$ cat src/rtl/gcn_readout_pkg.sv
// Shared types for the GCN readout stage.
//   argmax_state_t : sequencer states of arg_max_readout
package gcn_readout_pkg;

   typedef enum logic [2:0] {
      IDLE,
      READ,
      WAIT,
      WRITE,
      DONE
   } argmax_state_t;

endpackage

$ cat src/rtl/argmax_row.sv
// Combinational argmax over one result row.
//   row : WEIGHT_COLS scores; column c occupies bits [c*DOT_PROD_WIDTH +: DOT_PROD_WIDTH]
//   idx : index of the largest score; ties go to the lowest column
module argmax_row
   import gcn_readout_pkg::*;
#(
   parameter int unsigned WEIGHT_COLS       = 3,
   parameter int unsigned DOT_PROD_WIDTH    = 16,
   parameter int unsigned SIGNED_CMP        = 1,
   parameter int unsigned MAX_ADDRESS_WIDTH = $clog2(WEIGHT_COLS)
) (
   input  logic [WEIGHT_COLS*DOT_PROD_WIDTH-1:0] row,
   output logic [MAX_ADDRESS_WIDTH-1:0]          idx
);

   logic [DOT_PROD_WIDTH-1:0] best_val;
   logic [DOT_PROD_WIDTH-1:0] cur_val;
   logic                      greater;

   // Linear scan; only a strictly greater score replaces the running best, so the
   // earliest column wins every tie and an all-equal row yields 0.
   always_comb begin
      best_val = row[DOT_PROD_WIDTH-1:0];
      idx      = '0;
      cur_val  = '0;
      greater  = 1'b0;
      for (int unsigned c = 1; c < WEIGHT_COLS; c++) begin
         cur_val = row[c*DOT_PROD_WIDTH +: DOT_PROD_WIDTH];
         if (SIGNED_CMP != 0) begin
            greater = $signed(cur_val) > $signed(best_val);
         end else begin
            greater = cur_val > best_val;
         end
         if (greater) begin
            best_val = cur_val;
            idx      = MAX_ADDRESS_WIDTH'(c);
         end
      end
   end

endmodule

$ cat src/rtl/arg_max_readout.sv
// Readout stage: scans NUM_OF_NODES result rows, writes each row's argmax class index.
//   clk, reset            : clock, asynchronous active-high reset
//   start                 : level request, sampled only in IDLE
//   read_en/read_addr     : row read strobe and row address (data returns next cycle)
//   read_data             : row of WEIGHT_COLS scores
//   write_en/write_addr   : result write strobe and node index
//   write_data            : argmax class index
//   busy                  : pass in progress (READ/WAIT/WRITE)
//   done                  : pass finished; held while start stays high
module arg_max_readout
   import gcn_readout_pkg::*;
#(
   parameter int unsigned NUM_OF_NODES      = 6,
   parameter int unsigned WEIGHT_COLS       = 3,
   parameter int unsigned DOT_PROD_WIDTH    = 16,
   parameter int unsigned SIGNED_CMP        = 1,
   parameter int unsigned NODE_ADDR_WIDTH   = $clog2(NUM_OF_NODES),
   parameter int unsigned MAX_ADDRESS_WIDTH = $clog2(WEIGHT_COLS)
) (
   input  logic                                  clk,
   input  logic                                  reset,
   input  logic                                  start,
   output logic                                  read_en,
   output logic [NODE_ADDR_WIDTH-1:0]            read_addr,
   input  logic [WEIGHT_COLS*DOT_PROD_WIDTH-1:0] read_data,
   output logic                                  write_en,
   output logic [NODE_ADDR_WIDTH-1:0]            write_addr,
   output logic [MAX_ADDRESS_WIDTH-1:0]          write_data,
   output logic                                  busy,
   output logic                                  done
);

   localparam logic [NODE_ADDR_WIDTH-1:0] LAST_NODE = NODE_ADDR_WIDTH'(NUM_OF_NODES - 1);

   argmax_state_t                state;
   logic [NODE_ADDR_WIDTH-1:0]   node_cnt;
   logic [MAX_ADDRESS_WIDTH-1:0] row_idx;

   argmax_row #(
      .WEIGHT_COLS      (WEIGHT_COLS),
      .DOT_PROD_WIDTH   (DOT_PROD_WIDTH),
      .SIGNED_CMP       (SIGNED_CMP),
      .MAX_ADDRESS_WIDTH(MAX_ADDRESS_WIDTH)
   ) u_argmax_row (
      .row(read_data),
      .idx(row_idx)
   );

   // Outputs are registered alongside the state: each branch loads the values that belong
   // to the state being entered, so they stay a pure function of the current state.
   // write_data doubles as the result register: loaded in WAIT, presented in WRITE.
   always_ff @(posedge clk or posedge reset) begin
      if (reset) begin
         state      <= IDLE;
         node_cnt   <= '0;
         read_en    <= 1'b0;
         read_addr  <= '0;
         write_en   <= 1'b0;
         write_addr <= '0;
         write_data <= '0;
         busy       <= 1'b0;
         done       <= 1'b0;
      end else begin
         read_en    <= 1'b0;
         read_addr  <= '0;
         write_en   <= 1'b0;
         write_addr <= '0;
         write_data <= '0;
         busy       <= 1'b0;
         done       <= 1'b0;
         unique case (state)
            IDLE: begin
               if (start) begin
                  state    <= READ;
                  node_cnt <= '0;
                  read_en  <= 1'b0 | 1'b1;
                  busy     <= 1'b1;
               end
            end
            READ: begin
               state <= WAIT;
               busy  <= 1'b1;
            end
            WAIT: begin
               state      <= WRITE;
               write_en   <= 1'b1;
               write_addr <= node_cnt;
               write_data <= row_idx;
               busy       <= 1'b1;
            end
            WRITE: begin
               if (node_cnt == LAST_NODE) begin
                  state <= DONE;
                  done  <= 1'b1;
               end else begin
                  state     <= READ;
                  node_cnt  <= node_cnt + 1'b1;
                  read_en   <= 1'b1;
                  read_addr <= node_cnt + 1'b1;
                  busy      <= 1'b1;
               end
            end
            DONE: begin
               // Leaving DONE needs start to drop, so a held start never retriggers a pass.
               if (start) begin
                  done <= 1'b1;
               end else begin
                  state <= IDLE;
               end
            end
            default: state <= IDLE;
         endcase
      end
   end

endmodule

$ cat config.mk
export PLATFORM = sky130hd
export DESIGN_NAME = arg_max_readout
export DESIGN_NICKNAME = d
export VERILOG_FILES = /design/src/rtl/gcn_readout_pkg.sv /design/src/rtl/argmax_row.sv /design/src/rtl/arg_max_readout.sv
export SDC_FILE = /design/constraint.sdc
export NUM_CORES = 1
export LEC_CHECK = 0
export BUFFER_PORTS_ARGS = -buffer_cell sky130_fd_sc_hd__buf_4
export CORE_UTILIZATION = 49
export DETAILED_ROUTE_END_ITERATION = 10
export HOLD_SLACK_MARGIN = 0.1
export PLACE_DENSITY = 0.8
export SLEW_MARGIN = 30
export SYNTH_ARGS = -nofsm -noshare
export SYNTH_HDL_FRONTEND = slang
export SYNTH_SLANG_ARGS = --single-unit
$ cat constraint.sdc
create_clock -name clk -period 1.4 [get_ports clk]
set_input_delay 0.14 -clock clk [delete_from_list [all_inputs] [get_ports clk]]
set_output_delay 0.14 -clock clk [all_outputs]
set_load 0.05 [all_outputs]
# [Word-level counts from Yosys, hierarchy flattened]
# Index checks and enable logic that the tools add are counted.
# Widths: inputs -> output; s select.
[word_totals] latch_bits=0 rom_bits=0 mem_count=0 mem_bits_rw=0 word_cells=46 reg_bits=18 out_inout_bits=12
[classes] div=0 n_mul=0 bitwise_logic=0 mux=21 magnitude_cmp=2 add_sub_neg=1 n_eq_ne=8 shifts=0 n_reduce_logical=5
[op_table] operator="$gt 16x16->1" count=2
[op_table] operator="$mux 3" count=8
[op_table] operator="$mux 16" count=1
[op_table] operator="$pmux 3 s5" count=1
[op_table] operator="$eq 3x2->1 const B" count=2
[op_table] operator="$eq 3x3->1 const B" count=2
[op_table] operator="$ne 2x2->1 const B" count=3
[op_table] operator="$pmux 3 s2" count=1
[op_table] operator="$mux 1" count=5
[op_table] operator="$mux 2" count=2
[op_table] operator="$pmux 1 s2" count=2
[op_table] operator="$add 3x1->3 const B" count=1
[op_table] operator="$eq 3x1->1 const B" count=1
[op_table] operator="$logic_not 3->1" count=1
[op_table] operator="$pmux 1 s3" count=1
[op_table] operator="$reduce_and 3->1" count=1
[op_table] operator="$reduce_and 2->1" count=1
[op_table] operator="$reduce_bool 2->1" count=1
[op_table] operator="$reduce_or 2->1" count=1

# [Logic depth before layout (Yosys ltp)]
# Gate-level depths: netlist of the first run.
[logic_depth] ltp_word=5 mapped_depth=16 ltp_nobuf=15

# [Modules after synthesis]
# A second synthesis of the first run with hierarchy kept.
[unflattened] hier_cells=183 hier_area_um2=1727.9
[by_module_without_submodules] mod="argmax_row" cells_per_inst=120 area_per_inst_um2=997.2 instances=1 seq_area_each_um2=0.0
[by_module_without_submodules] mod="arg_max_readout" cells_per_inst=63 area_per_inst_um2=730.7 instances=1 seq_area_each_um2=450.4

# [Worst setup path after synthesis of the first run]
# OpenSTA, ideal clock, no wires.
[synth_path] kind="input-to-reg" startpoint="input port read_data[1]" endpoint="register write_data[0]" arrival_time_ps=3198 stages=16 required_time_ps=1320 setup_ps=80 path_slack_ps=-1878 n_path_buf=2 path_cell_list="inv_1 ha_1 nor2b_1 o211ai_1 a2111oi_2 nor4_1 mux2_1 buf_6 buf_12 mux2i_1 ha_1 nand4_1 or2_2 o32a_1 o41ai_1 nor3b_2"
[synth_via] elab_chain_len=5
[synth_rtl] element="start, declared" line="arg_max_readout.sv:25" text="input logic [WEIGHT_COLS*DOT_PROD_WIDTH-1:0] read_data,"
[synth_rtl] element="$gt 16x16->1" line="argmax_row.sv:30" text="greater = $signed(cur_val) > $signed(best_val);"
[synth_rtl] element="$mux 16" line="argmax_row.sv:34" text="if (greater) begin"
[synth_rtl] element="$gt 16x16->1" line="argmax_row.sv:30"
[synth_rtl] element="$mux 2 *" line="argmax_row.sv:34"
[synth_rtl] element="$mux 2 *" line="arg_max_readout.sv:71" text="unique case (state)"
[synth_rtl] element="end signal, assigned" line="arg_max_readout.sv:88" text="write_data <= row_idx;"
[synth_rtl] element="end, declared" line="arg_max_readout.sv:28" text="output logic [MAX_ADDRESS_WIDTH-1:0] write_data,"
# Every way passes the cells marked *; elsewhere a longest branch is shown, timed or not.
# A chain may end at the register's enable or synchronous reset.

# [Worst setup path after layout of the first run]
[layout_path] startpoint="input port read_data[15]" endpoint="register write_data[0]"
# The elaborated chain is that of the path after synthesis.

==> reports/results.tsv, run 1 <==
stage	metric	value	unit
logic_synthesis	Post-synth top cells	34 x ha_1, 22 x inv_1, 18 x dfrtp_1, 15 x mux2i_1, 12 x a21oi_1	
placement	port bufs	62	
cts	CTS sink cnt	18	
logic_synthesis	Syn. warnings	0	
placement	HPWL after DPL	3337	um
cells_and_area	synthesis-to-layout area growth	65.80	%
sta	RSZ-0062 raised after global routing	true	
sta	# setup viols final	2	
run_status	status	finished with violations	
floorplan	Die X-Extent	59.64	um
pwr	static leakage	1.384	nW
critical_path	crit path DAT	3.23	ns
routing	DR pass1 iterations	4	
run_status	violated checks	negative setup slack	
sta	Slew Limit Fails	0	
cts	Worst-path clk slew	0.10	ns
global_route	wire length of the first global-routing pass	6727	um
logic_synthesis	share of the synthesized area in the top cell type	0.2767	
sta	Min Clock Period, post-route	2.992	ns
sta	clk_skew	0.004772	ns
logic_synthesis	post-synthesis async set-or-reset flop share	1.000	
sta	Period Utilization, post-route	2.137	
routing	WL/cell	14.10	um
routing	drt first-iter violations	61	
cells_and_area	Core Util, Final	0.8698	
routing	via/cell ratio	5.299	
logic_synthesis	count leader, synth	ha_1	
critical_path	Worst Setup Start Kind	input pin	
sta	Slew HR	0.8116	
floorplan	area of the core	3103	um2
logic_synthesis	syn nets	255	
cells_and_area	Filler cells	178	
cts	clock buffer count from CTS	3	
global_route	global route overflow	0	
sta	Slew @ Worst Pin	0.2797	ns
logic_synthesis	Syn Inst Count	170	
critical_path	crit path max-delay cell type	mux2_4	
cts	Root Driver	clkbuf_4	
pwr	maximum VDD drop	1481	uV
critical_path	Critical Path RT	1.63	ns
floorplan	Starting Density	0.5246	
routing	Routed Wire Length	4384	um
cells_and_area	ANT cells	0	
cells_and_area	Final Net Count	353	
logic_synthesis	Seq cells post-synth	18	
cts	H-tree depth	1	
routing	vias	1648	
floorplan	die height	59.64	um
routing	Final ANT Viol Nets	0	
cts	Clock Latency Late Sink	0.30	ns
critical_path	crit-path leading delay family	simple AND/OR/NAND/NOR gates	
global_route	largest net degree at the start of global routing	19	
logic_synthesis	largest cells by area after synthesis	dfrtp_1 28%, ha_1 26%, mux2i_1 9.2%, inv_1 5.1%, a21oi_1 3.7%	
cells_and_area	layout cells sized above 1	0.4981	
pwr	pwr/cell area	1120	nW/um2
logic_synthesis	sequential share of the synthesized area	0.2767	
floorplan	DIE AREA	3556	um2
sta	Final Hold Fails	0	
logic_synthesis	syn avg cell area	9.575	um2
logic_synthesis	Synth cell types	33	
global_route	Total Routing Usage GR	0.2503	
critical_path	Setup crit end kind	register	
cts	CTS tree	yes	
logic_synthesis	area leader, netlist	dfrtp_1	
logic_synthesis	EDFF count, synth	0	
critical_path	kind of critical path	input pin to register	
sta	final hold slack	0.2207	ns
critical_path	CP most frequent cell	nand4_1	
logic_synthesis	top_reg_cell synth	dfrtp_1	
job	number of max-cap violations	0	
critical_path	cell chain of the critical path	buf_8 > inv_4 > ha_4 > nand4_1 > buf_4 > a211oi_4 > nor4_2 > mux2_4 > buf_12 > mux2i_1 > ha_1 > nand4_1 > or2_4 > o32a_1 > o41ai_2 > nor3b_2	
placement	Placer Congestion	0.7949	
floorplan	Top Ports	63	
sta	Max Freq	334.3	MHz
sta	min setup slack post-route	-1.592	ns
critical_path	WP buf/inv	4	
min_path	hold crit path type	input pin to register	
global_route	initial antenna violation count	0	
critical_path	CP Max Fanout	8	
logic_synthesis	synthesized area	1628	um2
critical_path	largest stage delay on the critical path	0.37	ns
floorplan	Site Rows	20	
global_route	vias in the first global route	1667	
routing	DR DRC count	0	
cts	clk buf depth	2	
-- flip-flops by register name, summed over array words and instances (netlist names) --
signal,count
read_en,1
busy,1
node_cnt,3
write_en,1
read_addr,3
state,3
write_data,2
done,1
write_addr,3
-- cells by family (layout without fill, tap and decap cells) --
kind of cell | Yosys count | after routing | share of synthesized area
multiplexers | 17 | 17 | 0.1084
AND/OR/NAND/NOR | 35 | 35 | 0.1161
flip-flops | 18 | 18 | 0.2767
AO/OA/AOI/OAI | 37 | 37 | 0.1468
buffers and inverters | 26 | 123 | 0.07456
adder cells (fa/ha/maj) | 34 | 34 | 0.2613
XOR/XNOR | 3 | 3 | 0.01614
-- power breakdown --
part | total, W | internal (W) | switching [W] | leakage, nW
clock network | 0.000322 | 0.000159 | 0.000163 | 0.0210
logic | 0.00188 | 0.000814 | 0.00107 | 1.13
registers | 0.000819 | 0.000702 | 0.000117 | 0.235
total | 0.00302 | 0.00167 | 0.00135 | 1.38
-- tightest hold or removal path, cell delays in order --
cell and delay, ns:
buf_4 0.09, xor2_1 0.14, o31a_1 0.13
-- placed cells by master (no fill, tap or decap), types with 6 or more instances in the layout --
master and count:
nor2_1 9, nand4_1 8, dfrtp_1 18, ha_4 11, buf_6 6, ha_1 23, a21oi_1 10, buf_4 88
inv_1 17, mux2i_1 15, o21ai_0 8
-- cell type report --
cell class	count	area, um2	area share
Multi-Input combinational cell	126	1291	0.4784
Tap cell	44	55.05	0.02040
Inverter	22	92.59	0.03431
Sequential cell	18	450.4	0.1669
Clock buffer	4	36.28	0.01344
Timing Repair Buffer	97	773.2	0.2865
-- timing repair --
action,4_1_cts,5_1_grt
setup buffers,5,0
endpoints found under the hold margin,18,0
hold buffers,1,0
pin swaps,18,1
resized for setup,26,12
setup endpoints to repair,2,6
-- per-stage QoR --
step / setup slack (ns) / total power, W / cells / setup TNS, ns / instance area (um2)
2_1_floorplan: -1.648 / 0.001901 / 170 / -3.227 / 1673
3_3_place_gp: -1.884 / 0.002460 / 301 / -3.709 / 2385
3_5_place_dp: -1.974 / 0.002509 / 301 / -3.886 / 2385
4_1_cts: -1.561 / 0.002919 / 311 / -3.052 / 2626
5_1_grt: -1.730 / 0.003202 / 311 / -3.486 / 2699
6_report: -1.592 / 0.003023 / 311 / -3.117 / 2699
-- routing by layer --
| metal | wire length (um) | up-vias | track usage |
|---|---|---|---|
| met4 | 78 | 0 | 0.07973 |
| met3 | 192 | 9 | 0.02620 |
| li1 | - | 814 | - |
| met1 | 1766 | 775 | 0.2910 |
| met2 | 2346 | 50 | 0.4751 |
| met5 | 0 | - | 0 |
-- final timing paths --
kind                          startpoint            end  slack (ns)  cells past startpoint
hold / removal                     start       state[0]        0.22                      3
max in group asynchronous          reset  write_data[1]        0.79                      4
hold reg to reg              node_cnt[0]   read_addr[0]        0.59                      2
setup reg to reg             node_cnt[0]    node_cnt[2]        0.04                      5
setup / recovery           read_data[15]  write_data[0]       -1.59                     16
min in group asynchronous          reset  write_addr[2]        0.42                      4
Power figures use the tool's default switching activity.
==> run 2, diff against run 1 <==
--- a/config.mk
+++ b/config.mk
@@ -6,6 +6,7 @@
 export NUM_CORES = 1
 export LEC_CHECK = 0
 export BUFFER_PORTS_ARGS = -buffer_cell sky130_fd_sc_hd__buf_4
+export CORE_ASPECT_RATIO = 1.25
 export CORE_UTILIZATION = 49
 export DETAILED_ROUTE_END_ITERATION = 10
 export HOLD_SLACK_MARGIN = 0.1
==> run 2 against run 1 <==
  * The flow still finishes with violations (negative setup slack)
  * Global-route usage grew 0.87 points
  * Total power is 1.6% higher
  * Hold slack gained 0.058 ns
  * Flip-flop and latch count unchanged
  * Critical endpoint is now write_data[1]
  * Largest cell class unchanged
  * Largest power group unchanged
==> reports/results.tsv, run 2 (same netlist as run 1, synthesis figures left out) <==
stage	metric	value	unit	change
global_route	global route overflow	0		unchanged
run_status	violated checks	negative setup slack		unchanged
min_path	hold crit path type	input pin to register		unchanged
critical_path	WP buf/inv	5		was 4
placement	Area after DPL	2296	um2	was 2385 um2
sta	# setup viols final	2		unchanged
floorplan	die height	66.44	um	was 59.64 um
global_route	initial antenna violation count	0		unchanged
sta	Slew HR	0.7622		was 0.8116
pwr	Total Power	0.003070	W	was 0.003023 W
sta	Period Utilization, post-route	2.309		was 2.137
routing	WL/cell	14.89	um	was 14.10 um
cells_and_area	Core Util, Final	0.7850		was 0.8698
critical_path	crit-path leading delay family	simple AND/OR/NAND/NOR gates		unchanged
cts	Clock Latency Late Sink	0.26	ns	was 0.30 ns
cells_and_area	layout cells sized above 1	0.4275		was 0.4981
global_route	Total Routing Usage GR	0.2590		was 0.2503
sta	Setup TNS Final	-3.645	ns	was -3.117 ns
cts	CTS sink cnt	18		unchanged
cells_and_area	synthesis-to-layout area growth	54.04	%	was 65.80%
cells_and_area	multi-input logic area	1140	um2	was 1291 um2
critical_path	cell chain of the critical path	buf_8 > inv_6 > ha_4 > nor2b_4 > o211ai_1 > a2111oi_2 > nor4_1 > mux2_2 > buf_12 > buf_6 > mux2i_1 > ha_1 > nand4_1 > or2_4 > o32a_1 > o41ai_2 > buf_4 > nor2_1		was buf_8 > inv_4 > ha_4 > nand4_1 > buf_4 > a211oi_4 > nor4_2 > mux2_4 > buf_12 > mux2i_1 > ha_1 > nand4_1 > or2_4 > o32a_1 > o41ai_2 > nor3b_2
routing	DR pass1 iterations	4		unchanged
floorplan	DIE AREA	3558	um2	was 3556 um2
pwr	maximum VDD drop	1257	uV	was 1481 uV
routing	Final ANT Viol Nets	0		unchanged
critical_path	Critical Path RT	1.55	ns	was 1.63 ns
critical_path	Worst Setup Start Kind	input pin		unchanged
cells_and_area	sequential cell area	450.4	um2	unchanged
floorplan	area of the core	3194	um2	was 3103 um2
routing	Routed Wire Length	4451	um	was 4384 um
placement	HPWL after DPL	3481	um	was 3337 um
sta	Min Clock Period, post-route	3.233	ns	was 2.992 ns
cells_and_area	Filler cells	214		was 178
sta	Final Hold Fails	0		unchanged
global_route	vias in the first global route	1654		was 1667
floorplan	Site Rows	23		was 20
cells_and_area	ANT cells	0		unchanged
critical_path	Setup crit end kind	register		unchanged
cts	clk buf depth	2		unchanged
sta	RSZ-0062 raised after global routing	true		unchanged
cells_and_area	commonest non-fill, non-tap cell in the layout	buf_4		unchanged
sta	Slew @ Worst Pin	0.3521	ns	was 0.2797 ns
critical_path	largest stage delay on the critical path	0.43	ns	was 0.37 ns
job	number of max-cap violations	0		unchanged
run_status	status	finished with violations		unchanged
sta	Slew Limit Fails	0		unchanged
critical_path	kind of critical path	input pin to register		unchanged
sta	min setup slack post-route	-1.833	ns	was -1.592 ns
critical_path	CP Max Fanout	5		was 8
placement	Placer Congestion	0.7830		was 0.7949
critical_path	crit path DAT	3.38	ns	was 3.23 ns
pwr	pwr/cell area	1224	nW/um2	was 1120 nW/um2
critical_path	crit path max-delay cell type	mux2_2		was mux2_4
cts	H-tree depth	1		unchanged
cts	CTS tree	yes		unchanged
routing	vias	1634		was 1648
cts	Root Driver	clkbuf_8		was clkbuf_4
floorplan	Starting Density	0.5096		was 0.5246
global_route	wire length of the first global-routing pass	6589	um	was 6727 um
sta	clk_skew	0.004162	ns	was 0.004772 ns
sta	final hold slack	0.2785	ns	was 0.2207 ns
cells_and_area	Final Net Count	348		was 353
routing	via/cell ratio	5.465		was 5.299
cts	Worst-path clk slew	0.07	ns	was 0.10 ns
routing	drt first-iter violations	22		was 61
sta	Max Freq	309.3	MHz	was 334.3 MHz
global_route	largest net degree at the start of global routing	19		unchanged
cts	clock buffer count from CTS	3		unchanged
cells_and_area	commonest cells after routing, fill and taps aside	86 x buf_4, 32 x ha_1, 21 x inv_1		was 88 x buf_4, 23 x ha_1, 18 x dfrtp_1
floorplan	Die X-Extent	53.55	um	was 59.64 um
floorplan	Top Ports	63		unchanged
placement	port bufs	62		unchanged
cells_and_area	Finished Cell Area	2507	um2	was 2699 um2
routing	DR DRC count	0		unchanged
pwr	static leakage	1.362	nW	was 1.384 nW
[run 2: layout make-up]
| type | instances | area share |
|---|---|---|
| sequential | 18 | 0.1796 |
| inverter | 22 | 0.03493 |
| tap | 37 | 0.01846 |
| timing repair buffer | 92 | 0.2904 |
| multi-input combinational | 126 | 0.4546 |
| clock buffer | 4 | 0.02196 |
[run 2: final timing paths]
check | from | to | slack (ns) | depth (start not counted)
worst max register to register | node_cnt[1] | node_cnt[1] | 0.05 | 6
worst min-delay path | start | state[0] | 0.28 | 3
max in group asynchronous | reset | write_addr[0] | 0.76 | 4
worst max-delay path | read_data[1] | write_data[1] | -1.83 | 18
worst min register to register | node_cnt[0] | read_addr[0] | 0.58 | 2
min in group asynchronous | reset | state[0] | 0.45 | 4
[run 2: where the power goes]
group | switching, W | internal (W) | leakage, nW
clock | 0.000178 | 0.000250 | 0.0288
sequential | 0.000106 | 0.000703 | 0.235
combinational | 0.00104 | 0.000793 | 1.10
total | 0.00132 | 0.00175 | 1.36
[run 2: stage by stage]
stage | worst slack, ns | std cells
2_1_floorplan | -1.648 | 170
3_3_place_gp | -1.970 | 285
3_5_place_dp | -2.130 | 285
4_1_cts | -1.772 | 297
5_1_grt | -1.958 | 299
6_report | -1.833 | 299
[run 2: routing by layer]
layer	vias to the layer above	global-route usage	wire length [um]
li1	800	-	-
met1	772	0.2450	1647
met2	47	0.5031	2470
met3	15	0.02529	158
met4	0	0.1579	174
met5	-	0	0
[run 2: timing repair]
action	CTS	global route
pin swaps	16	4
hold buffers	1	0
gates resized for setup	13	5
gates cloned	0	0
endpoints found under the hold margin	18	0
setup endpoints to repair	2	8
buffers inserted	7	2
[run 2: worst min-delay path: cells and delay by family]
family	cells	cell delay, ns
buffers and inverters	1	0.08
AOI/OAI and AO/OA	1	0.14
xor gates and xnor gates	1	0.14
==> run 3, diff against run 2 <==
--- a/config.mk
+++ b/config.mk
@@ -7,10 +7,11 @@
 export LEC_CHECK = 0
 export BUFFER_PORTS_ARGS = -buffer_cell sky130_fd_sc_hd__buf_4
 export CORE_ASPECT_RATIO = 1.25
-export CORE_UTILIZATION = 49
+export CORE_UTILIZATION = 33
 export DETAILED_ROUTE_END_ITERATION = 10
 export HOLD_SLACK_MARGIN = 0.1
-export PLACE_DENSITY = 0.8
+export PLACE_DENSITY = 0.58
+export REMOVE_ABC_BUFFERS = 1
 export SLEW_MARGIN = 30
 export SYNTH_ARGS = -nofsm -noshare
 export SYNTH_HDL_FRONTEND = slang
==> run 3 against run 2 <==
  * The run still ends with negative setup slack left
  * Highest routed layer unchanged
  * Utilization decreased by 23 points
  * Fmax increased by 9.4%
  * First-iteration DRC count increased by 4.5%
==> reports/results.tsv, run 3 (same netlist as run 1, synthesis figures left out) <==
stage	metric	value	unit	change
run_status	status	finished with violations		unchanged
run_status	violated checks	negative setup slack		unchanged
pwr	pwr/cell area	1142	nW/um2	was 1224 nW/um2
cts	Clock Latency Late Sink	0.25	ns	was 0.26 ns
critical_path	R2R cell count	5		was 6
cells_and_area	multi-input logic area	1241	um2	was 1140 um2
routing	Highest Signal Layer	met4		unchanged
sta	Slew @ Worst Pin	0.3040	ns	was 0.3521 ns
critical_path	CP Max Fanout	6		was 5
sta	Slew Limit Fails	0		unchanged
sta	Max Freq	338.4	MHz	was 309.3 MHz
global_route	global route overflow	0		unchanged
critical_path	crit path DAT	3.13	ns	was 3.38 ns
routing	via/cell ratio	4.835		was 5.465
job	number of max-cap violations	0		unchanged
global_route	wire length of the first global-routing pass	6699	um	was 6589 um
routing	wire length on met2	2294	um	was 2470 um
routing	Routed Wire Length	4406	um	was 4451 um
critical_path	Worst Setup Start Kind	input pin		unchanged
sta	Final Hold Fails	0		unchanged
cells_and_area	layout cells sized above 1	0.4751		was 0.4275
min_path	hold crit path type	input pin to register		unchanged
cts	clock buffer count from CTS	3		unchanged
sta	Slew HR	0.7947		was 0.7622
cells_and_area	Filler cells	442		was 214
critical_path	Critical Path RT	1.58	ns	was 1.55 ns
floorplan	die height	80.53	um	was 66.44 um
critical_path	flop-to-flop setup slack	0	ns	was 0.05 ns
sta	min setup slack post-route	-1.555	ns	was -1.833 ns
pwr	Total Power	0.002995	W	was 0.003070 W
critical_path	kind of critical path	input pin to register		unchanged
cts	H-tree depth	1		unchanged
floorplan	Die X-Extent	64.82	um	was 53.55 um
floorplan	Starting Density	0.3442		was 0.5096
routing	WL met3	243	um	was 158 um
cts	CTS tree	yes		unchanged
sta	# setup viols final	2		unchanged
sta	clk_skew	0.0009066	ns	was 0.004162 ns
routing	wl on met1	1790	um	was 1647 um
critical_path	Critical Path Start	read_data[6]		was read_data[1]
cells_and_area	synthesis-to-layout area growth	61.11	%	was 54.04%
sta	Period Utilization, post-route	2.111		was 2.309
cts	clk buf depth	2		unchanged
critical_path	CP endpoint	write_data[0]		was write_data[1]
global_route	largest net degree at the start of global routing	19		unchanged
routing	WL/cell	13.73	um	was 14.89 um
global_route	initial antenna violation count	0		unchanged
global_route	vias in the first global route	1600		was 1654
critical_path	Setup crit end kind	register		unchanged
critical_path	Worst R2R Start	node_cnt[0]		was node_cnt[1]
cells_and_area	sequential cell area	450.4	um2	unchanged
sta	RSZ-0062 raised after global routing	true		unchanged
cells_and_area	commonest non-fill, non-tap cell in the layout	buf_4		unchanged
cts	CTS sink cnt	18		unchanged
routing	vias	1552		was 1634
floorplan	DIE AREA	5220	um2	was 3558 um2
critical_path	Critical R2R Capture	state[0]		was node_cnt[1]
placement	port bufs	62		unchanged
cells_and_area	Core Util, Final	0.5545		was 0.7850
routing	DR pass1 iterations	4		unchanged
floorplan	Top Ports	63		unchanged
cts	Worst-path clk slew	0.06	ns	was 0.07 ns
floorplan	area of the core	4730	um2	was 3194 um2
cells_and_area	Final Net Count	348		unchanged
routing	DR DRC count	0		unchanged
cells_and_area	ANT cells	0		unchanged
cts	Root Driver	clkbuf_8		unchanged
placement	HPWL after DPL	3396	um	was 3481 um
pwr	static leakage	1.356	nW	was 1.362 nW
floorplan	Site Rows	28		was 23
sta	Min Clock Period, post-route	2.955	ns	was 3.233 ns
placement	Placer Congestion	0.8699		was 0.7830
pwr	maximum VDD drop	1029	uV	was 1257 uV
cells_and_area	commonest cells after routing, fill and taps aside	85 x buf_4, 26 x ha_1, 18 x dfrtp_1		was 86 x buf_4, 32 x ha_1, 21 x inv_1
routing	drt first-iter violations	23		was 22
routing	Final ANT Viol Nets	0		unchanged
global_route	Total Routing Usage GR	0.1658		was 0.2590
run 3: cell types whose count changed in the layout (fill, tap and decap cells not counted), sizes merged:
cell and delta:
clkbuf -1
run 3: where the power goes:
| part | switching (W) | internal [W] | total [W] |
|---|---|---|---|
| clock network | 0.000159 | 0.000191 | 0.000350 |
| registers | 0.000101 | 0.000703 | 0.000805 |
| logic | 0.00104 | 0.000800 | 0.00184 |
run 3: worst min path at each step:
stage                         end  cells after the start   from  slack [ns]
floorplan                    busy                      1  reset        0.08
global placement    write_addr[0]                      3  reset        0.17
detailed placement  write_addr[0]                      3  reset        0.18
CTS                      state[0]                      3  start        0.28
global route             state[0]                      3  start        0.32
finish                   state[0]                      3  start        0.28
run 3: what timing repair did:
item                                   in CTS  in global routing
pin swaps                                  14                 13
endpoints found under the hold margin      18                  0
resized for setup                          20                 23
setup buffers                               3                  3
hold buffers                                1                  0
setup endpoints to repair                   2                  5
run 3: cell type report:
class                           instances  area share
Sequential cell                        18      0.1718
Tap cell                               60     0.02863
Inverter                               22     0.03340
Clock buffer                            3     0.01574
Timing Repair Buffer                   92      0.2772
Multi-Input combinational cell        126      0.4733
run 3: critical path: stages:
cell	delay [ns]
buf_4	0.09
inv_1	0.04
ha_1	0.28
nand4_1	0.22
a2111oi_4	0.40
nor4_2	0.08
mux2_4	0.33
buf_8	0.15
buf_6	0.13
mux2_4	0.31
ha_4	0.26
nand4_1	0.08
o32a_1	0.37
o41ai_2	0.06
nor3b_2	0.20
run 3: routing by layer:
metal  track usage  up-vias
met3       0.03125        9
li1              -      797
met4       0.06667        0
met1        0.1839      698
met2        0.3042       48
met5             0        -
run 3: stage by stage:
step / std cells / setup WS (ns) / hold WS (ns) / instance area [um2] / setup TNS [ns]
4_1_cts: 318 / -1.548 / 0.2815 / 2470 / -3.023
2_1_floorplan: 166 / -2.011 / 0.07857 / 1589 / -3.925
3_3_place_gp: 311 / -2.026 / 0.1734 / 2302 / -3.980
6_report: 321 / -1.555 / 0.2831 / 2623 / -3.022
5_1_grt: 321 / -1.725 / 0.3201 / 2623 / -3.450
3_5_place_dp: 311 / -2.052 / 0.1756 / 2302 / -4.021
